**config.mk**
```make
export PLATFORM = sky130hd
export DESIGN_NAME = uart_receiver
export DESIGN_NICKNAME = d
export VERILOG_FILES = /design/src/rtl/uart_rx_pkg.sv /design/src/rtl/uart_rx_sampler.sv /design/src/rtl/uart_receiver.sv
export SDC_FILE = /design/constraint.sdc
export NUM_CORES = 1
export LEC_CHECK = 0
export ABC_AREA = 1
export ABC_CLOCK_PERIOD_IN_PS = 4200
export CAP_MARGIN = 20
export CORE_ASPECT_RATIO = 2
export CORE_MARGIN = 1.5
export CORE_UTILIZATION = 45
export CTS_CLUSTER_DIAMETER = 30
export CTS_CLUSTER_SIZE = 30
export DETAILED_ROUTE_END_ITERATION = 16
export PLACE_DENSITY = 0.65
export SLEW_MARGIN = 30
export SYNTH_ARGS = -nofsm -noshare
export SYNTH_HDL_FRONTEND = slang
export SYNTH_SLANG_ARGS = --single-unit
```
**constraint.sdc**
```tcl
create_clock -name CLK -period 4.2 [get_ports CLK]
set_input_delay 0.63 -clock CLK [delete_from_list [all_inputs] [get_ports CLK]]
set_output_delay 0.63 -clock CLK [all_outputs]
set_load 0.1 [all_outputs]
```
**src/rtl/uart_rx_pkg.sv**
```systemverilog
// Shared types and constants for the UART receive path.
package uart_rx_pkg;

  localparam int DATA_W     = 8;
  localparam int PRESCALE_W = 6;

  localparam logic PAR_EVEN = 1'b0;
  localparam logic PAR_ODD  = 1'b1;

  typedef enum logic [2:0] {
    IDLE,
    START,
    DATA,
    PARITY,
    STOP,
    DONE
  } rx_state_t;

  // Parity bit a transmitter would append for the given data and parity type.
  function automatic logic parity_bit(input logic [DATA_W-1:0] data, input logic typ);
    return (typ == PAR_EVEN) ? ^data : ~^data;
  endfunction

endpackage

```
**src/rtl/uart_rx_sampler.sv**
```systemverilog
// Per-bit edge counter with three mid-bit samples and a 2-of-3 majority vote.
module uart_rx_sampler
  import uart_rx_pkg::*;
(
  input  logic                  clk,
  input  logic                  rst,
  input  logic                  enable,
  input  logic                  rx,
  input  logic [PRESCALE_W-1:0] prescale,
  output logic                  sample_valid,
  output logic                  sampled_bit,
  output logic                  bit_end
);

  logic [PRESCALE_W-1:0] edge_cnt;
  logic [PRESCALE_W-1:0] mid;
  logic                  s0;
  logic                  s1;

  assign mid     = prescale >> 1;
  assign bit_end = enable && (edge_cnt == prescale - 6'd1);

  // The vote is registered, so sampled_bit holds until the next bit's third sample.
  always_ff @(posedge clk) begin
    if (!rst) begin
      edge_cnt     <= '0;
      s0           <= 1'b0;
      s1           <= 1'b0;
      sample_valid <= 1'b0;
      sampled_bit  <= 1'b0;
    end else begin
      sample_valid <= 1'b0;
      if (!enable || bit_end) begin
        edge_cnt <= '0;
      end else begin
        edge_cnt <= edge_cnt + 6'd1;
      end
      if (enable) begin
        if (edge_cnt == mid - 6'd1) begin
          s0 <= rx;
        end
        if (edge_cnt == mid) begin
          s1 <= rx;
        end
        if (edge_cnt == mid + 6'd1) begin
          sampled_bit  <= (s0 & s1) | (s0 & rx) | (s1 & rx);
          sample_valid <= 1'b1;
        end
      end
    end
  end

endmodule

```
**src/rtl/uart_receiver.sv**
```systemverilog
// UART receive front end: deframes start, 8 data bits, optional parity and stop.
module uart_receiver
  import uart_rx_pkg::*;
(
  input  logic                  CLK,
  input  logic                  RST,
  input  logic                  RX_IN,
  input  logic                  PAR_EN,
  input  logic                  PAR_TYP,
  input  logic [PRESCALE_W-1:0] Prescale,
  output logic [DATA_W-1:0]     P_DATA,
  output logic                  data_valid,
  output logic                  Parity_Error,
  output logic                  Stop_Error
);

  rx_state_t             state;
  rx_state_t             next_state;
  logic                  sample_valid;
  logic                  sampled_bit;
  logic                  bit_end;
  logic                  sample_en;
  logic                  frame_start;
  logic                  shift_en;
  logic                  par_chk;
  logic                  stop_chk;
  logic                  frame_done;
  logic                  par_en_q;
  logic                  par_typ_q;
  logic [PRESCALE_W-1:0] prescale_q;
  logic [2:0]            bit_cnt;
  logic [DATA_W-1:0]     shift_reg;

  uart_rx_sampler u_sampler (
    .clk          (CLK),
    .rst          (RST),
    .enable       (sample_en),
    .rx           (RX_IN),
    .prescale     (prescale_q),
    .sample_valid (sample_valid),
    .sampled_bit  (sampled_bit),
    .bit_end      (bit_end)
  );

  always_ff @(posedge CLK) begin
    if (!RST) begin
      state <= IDLE;
    end else begin
      state <= next_state;
    end
  end

  // STOP leaves on the vote rather than the bit end so back-to-back frames resync.
  always_comb begin
    next_state = state;
    case (state)
      IDLE:    if (!RX_IN) next_state = START;
      START:   if (bit_end) next_state = sampled_bit ? IDLE : DATA;
      DATA:    if (bit_end && bit_cnt == 3'd7) next_state = par_en_q ? PARITY : STOP;
      PARITY:  if (bit_end) next_state = STOP;
      STOP:    if (sample_valid) next_state = DONE;
      DONE:    next_state = IDLE;
      default: next_state = IDLE;
    endcase
  end

  always_comb begin
    frame_start = 1'b0;
    sample_en   = 1'b0;
    shift_en    = 1'b0;
    par_chk     = 1'b0;
    stop_chk    = 1'b0;
    frame_done  = 1'b0;
    case (state)
      IDLE:    frame_start = !RX_IN;
      START:   sample_en = 1'b1;
      DATA: begin
        sample_en = 1'b1;
        shift_en  = sample_valid;
      end
      PARITY: begin
        sample_en = 1'b1;
        par_chk   = sample_valid;
      end
      STOP: begin
        sample_en = 1'b1;
        stop_chk  = sample_valid;
      end
      DONE:    frame_done = 1'b1;
      default: frame_start = 1'b0;
    endcase
  end

  // Configuration is frozen at frame start; error flags hold until the next frame.
  always_ff @(posedge CLK) begin
    if (!RST) begin
      par_en_q     <= 1'b0;
      par_typ_q    <= PAR_EVEN;
      prescale_q   <= 6'd8;
      bit_cnt      <= '0;
      shift_reg    <= '0;
      P_DATA       <= '0;
      data_valid   <= 1'b0;
      Parity_Error <= 1'b0;
      Stop_Error   <= 1'b0;
    end else begin
      data_valid <= 1'b0;
      if (frame_start) begin
        par_en_q     <= PAR_EN;
        par_typ_q    <= PAR_TYP;
        prescale_q   <= Prescale;
        Parity_Error <= 1'b0;
        Stop_Error   <= 1'b0;
      end
      if (state != DATA) begin
        bit_cnt <= '0;
      end else if (bit_end) begin
        bit_cnt <= bit_cnt + 3'd1;
      end
      if (shift_en) begin
        shift_reg <= {sampled_bit, shift_reg[DATA_W-1:1]};
      end
      if (par_chk && (sampled_bit != parity_bit(shift_reg, par_typ_q))) begin
        Parity_Error <= 1'b1;
      end
      if (stop_chk && !sampled_bit) begin
        Stop_Error <= 1'b1;
      end
      if (frame_done && !Parity_Error && !Stop_Error) begin
        P_DATA     <= shift_reg;
        data_valid <= 1'b1;
      end
    end
  end

endmodule

```
Word level (Yosys, flattened, before mapping) --
Cells that the tools add are included.
Storage, ports and cells: word-level logic and storage cells 88, flip-flop bits (word level) 43, output and inout port bits 11
Cells by class: $add $sub $neg 5, eq/ne operators 17, bitwise operators 6, reduce and logical (&&, ||, !) cells 25, muxes and demuxes 20
Operators by type and width (count):
- == test 6 bit | 3
- 2-to-1 mux 3 bit | 6
- one-hot mux 3 bit (5 select lines) | 1
- 2-to-1 mux 1 bit | 12
- == test 3 bit, second input constant | 3
- != test 2 bit, second input constant | 4
- AND reduction 2 bit | 4
- XNOR reduction 8 bit | 1
- XOR reduction 8 bit | 1
- adder 5 x 1 -> 6 bit, second input constant | 1
- adder 6 x 1 -> 6 bit, second input constant | 1
- == test 3 x 2 -> 1 bit, second input constant | 2
- == test 6 x 5 -> 1 bit | 1
- logical AND 1 bit | 6
- subtractor 5 x 1 -> 6 bit, second input constant | 1
- subtractor 6 x 1 -> 6 bit, second input constant | 1
- zero test 1 bit | 5
- AND reduction 5 bit | 1
- nonzero test 2 bit | 2
- OR reduction 2 bit | 2
- OR reduction 4 bit | 1
- adder 3 x 1 -> 3 bit, second input constant | 1
- AND 1 bit | 3
- == test 3 x 1 -> 1 bit, second input constant | 1
- other kinds (8) | 9

Depth between registers and ports, before layout --
depth in word-level cells 7, depth in mapped cells 15

Hierarchy --
From an unflattened synthesis, not the netlist that was laid out.
Unflattened totals: cells, all modules 367, area total of the unflattened synthesis 2404.8 um^2
By module, submodules not included:
- uart_receiver | cells an instance 199, area each 1452.6 um^2, instances 1
- uart_rx_sampler | cells an instance 168, area each 952.2 um^2, instances 1

Worst setup path before layout --
OpenSTA, ideal clock, no wires.
path type flip-flop to flip-flop, start point reg prescale_q[1], end point reg bit_cnt[0], period minus slack after synthesis 1.729 ns, slack 2.471 ns, path buffers 0, setup time 0.070 ns, cell stages (with the launch flop) 14, required time 4.130 ns, arrival 1.659 ns, cell sequence dfxtp_1 inv_1 ha_1 inv_1 nand2_1 nand2_1 nor2_1 nand3_1 nor2_4 nand2_2 nor2_4 inv_2 or2_0 a21boi_1
On the way: word-level cells in the longest chain between the ends 3
Ends and longest elaborated chain:
- start: declaration | RTL line uart_receiver.sv:30 | logic [PRESCALE_W-1:0] prescale_q;
- start signal: assignment | RTL line uart_receiver.sv:111 | prescale_q <= Prescale;
- subtractor 6 x 1 -> 6 bit | RTL line uart_rx_sampler.sv:21 | assign bit_end = enable && (edge_cnt == prescale - 6'd1);
- == test 6 bit | RTL line uart_rx_sampler.sv:21
- logical AND 1 bit | RTL line uart_rx_sampler.sv:21
- end signal: assignment | RTL line uart_receiver.sv:118 | bit_cnt <= bit_cnt + 3'd1;
- end: declaration | RTL line uart_receiver.sv:31 | logic [2:0] bit_cnt;
Every way passes these cells. A chain may end at the register's enable or synchronous reset.

Final worst setup path --
start point reg Stop_Error, end point out Stop_Error
RTL lines:
- start: declaration | RTL line uart_receiver.sv:14 | output logic Stop_Error
- start signal: assignment | RTL line uart_receiver.sv:105 | Stop_Error <= 1'b0;
- start signal: assignment | RTL line uart_receiver.sv:113 | Stop_Error <= 1'b0;
- start signal: assignment | RTL line uart_receiver.sv:127 | Stop_Error <= 1'b1;
No word-level cell between the ends.

==> flow_metrics.tcl <==
set metrics [dict create \
    root_buffer "clkbuf_8" \
    die_height_um 103 \
    cp.required_ns 3.57 \
    grt_pass1_wl_mm 8.73 \
    min_path_cells 2 \
    ys_seq_elements 43 \
    irDropWorstVdd_mv 0.391 \
    report.final.slew_viol_count 0 \
    cp_data_arrival_time_ns 1.82 \
    cts_setup_buffers 0 \
    power.leakage_nw 1.18 \
    route.detailed.vias_per_inst 5.02 \
    final_layout_size_suffix_gt1_share_pct 8.47 \
    cts_tree "done" \
    fin_crit_sh_pct 58.5 \
    post_cts_resized 0 \
    die_x_um 53.2 \
    drv_cap 0 \
    hpwl_mm 4.17 \
    slowest_delay_ns 1.15 \
    end_kind "output port" \
    tightest_slew_ns 0.974 \
    clkTransAtPathRegs_ns 0.08 \
    grt_max_degree 30 \
    numPortBuffers 21 \
    overflow 0 \
    synthDominantCellAreaShare_pct 37.9 \
    drtAntennaViolNets 0 \
    ctsLongestPathBuffers 2 \
    first_pass_iters 4 \
    rows 36 \
    slew_headroom_pct 34.9 \
    syn-num-nets 349 \
    r2r.worst_path.cells 14 \
    start_util_pct 46.6 \
    ys_seq_area_share_pct 37.9 \
    worst-path-buf-inv 1 \
    drtIter0Drc 48 \
    wl_mm 5.28 \
    fin_nets 372 \
    dp.cells 404 \
    routedWlPerCell_um 12.8 \
    syn_avg_cell_area_um2 6.85 \
    start_kind "flip-flop" \
    fmax_mhz 407 \
    slowest_stage "clkdlybuf4s50_1" \
    grt_util_all_layers_pct 21.8 \
    cts_sinks 43 \
    yosysWarnings 0 \
    setup_viol 0 \
    syn_to_final_growth_pct 15.6 \
    finalCriticalPeriod_ns 2.45 \
    netlist_instances 331 \
    grt_pass1_vias 1944 \
    postCtsHoldBufs 0 \
    numCtsBuffers 5 \
    core_area_mm2 0.00486 \
    crit_family "buffers and inverters" \
    crit_chain "clkdlybuf4s50_1" \
    setup_tns_ns 0 \
    yosys.area.top_type "dfxtp_1" \
    die_area_mm2 0.00550 \
    hold_class "flip-flop to flip-flop" \
    netlist_top_cells_area "dfxtp_1 (38%), nor2_1 (11%), nand2_1 (9.9%), o21ai_0 (6.6%), xnor2_1 (4.6%)" \
    vias 2064 \
    ys_types 31 \
    p_per_area_mw_per_mm2 513 \
    ios 22 \
    cts_max_level 2 \
    crit_fanout 3 \
    grt_setup_unrepaired "no" \
    drc 0 \
    fin_worst_skew_ns 0.00750 \
    path_depth 1 \
    worstSetupPathType "flip-flop to output port" \
    final_cells 411 \
    syn_area_mm2 0.00227 \
    place_congestion 0.893 \
    outcome "finished clean" \
    diodes 0 \
    hold_violations 0 \
    insertion_delay_ns 0.30 \
    antenna_found_initial 0 \
]
-- cell type report --
class,count,area [um2]
inverter,39,146
clock inverter,1,5.00
multi-input combinational,242,1230
tap,57,71.3
clock buffer,6,82.6
fill,511,2240
sequential,43,861
timing repair buffer,23,225
-- stage by stage --
stage                     setup slack [ns]  area (um2)  hold slack (ns)  power, mW  util [%]
after global placement                2.01        2530            0.458       1.08      52.1
after CTS                             1.73        2620            0.474       1.36      53.9
after floorplan                       2.47        2270            0.437      0.961         -
after global routing                  1.70        2620            0.499       1.45      53.9
final                                 1.75        2620            0.473       1.34      53.9
after detailed placement              1.96        2530            0.463       1.09      52.1
-- cells in the mapped netlist --
master	instances
dfxtp_1	43
nand2_2	2
o21ai_0	30
or2_2	1
nor3_1	6
inv_1	26
xor2_1	5
inv_2	11
nor2_2	2
or2_1	1
ha_1	7
o211ai_1	1
a21oi_1	15
clkinv_1	2
nor2_4	2
xnor2_1	12
nor2_1	66
a21boi_1	2
nand4_1	4
buf_2	3
o21bai_1	1
nor3_2	3
a21o_1	1
o31ai_1	1
nor4_1	1
clkbuf_1	4
or3_1	1
nand2_1	60
nand3_1	16
a211oi_1	1
or2_0	1
-- layer usage --
metal | routed length (um) | GRT usage (%) | vias to the layer above | part of all wire [%]
met5 | 0 | 0 | - | 0
met1 | 1970 | 20.9 | 934 | 37
met2 | 3100 | 42.8 | 26 | 59
met3 | 132 | 4.45 | 5 | 2.5
li1 | - | - | 1099 | -
met4 | 85 | 8.28 | 0 | 1.6
-- worst reg2reg max path, cell delays in order (launching register included) --
cell and delay (ns):
dfxtp_1 0.40, inv_1 0.15, ha_1 0.32, inv_1 0.04, nand2_1 0.06, nand2_1 0.04, nor2_1 0.09, nand3_1 0.14
nor2_4 0.15, nand2_2 0.10, nand2_1 0.09, nand2_1 0.10, o21bai_1 0.14, nand2_1 0.06, nor2_1 0.09
-- placed cells by master (no fill, tap or decap), drive strengths merged, types with 2 or more instances in the layout --
master / instances
a21boi: 2
a21oi: 15
buf: 2
clkbuf: 6
clkdlybuf4s50: 21
clkinv: 3
dfxtp: 43
ha: 7
inv: 37
nand2: 62
nand3: 16
nand4: 4
nor2: 70
nor3: 9
o21ai: 30
or2: 3
xnor2: 12
xor2: 5
-- final timing paths --
kind	start	to	slack, ns
hold / removal	u_sampler.s1	u_sampler.s1	0.47
setup / recovery	Stop_Error	Stop_Error	1.75
hold reg to reg	u_sampler.s1	u_sampler.s1	0.47
setup reg to reg	prescale_q[1]	state[1]	2.17
-- cell families (layout without fill, tap and decap cells) --
| logic type | Yosys count | after routing | synth area share [%] |
|---|---|---|---|
| fa+ha+maj | 7 | 7 | 3.86 |
| buf+inv | 46 | 69 | 7.78 |
| simple gates | 166 | 166 | 31.6 |
| flops | 43 | 43 | 37.9 |
| compound gates | 52 | 52 | 12.2 |
| xor+xnor | 17 | 17 | 6.56 |
-- report_power, final --
part	total (mW)	switching, mW	leakage (nW)	internal (mW)
registers	0.537	0.0762	0.349	0.461
logic	0.538	0.350	0.783	0.188
clock network	0.269	0.139	0.0470	0.129
total	1.34	0.566	1.18	0.778
Note: power is estimated with default switching activity, not from simulation.
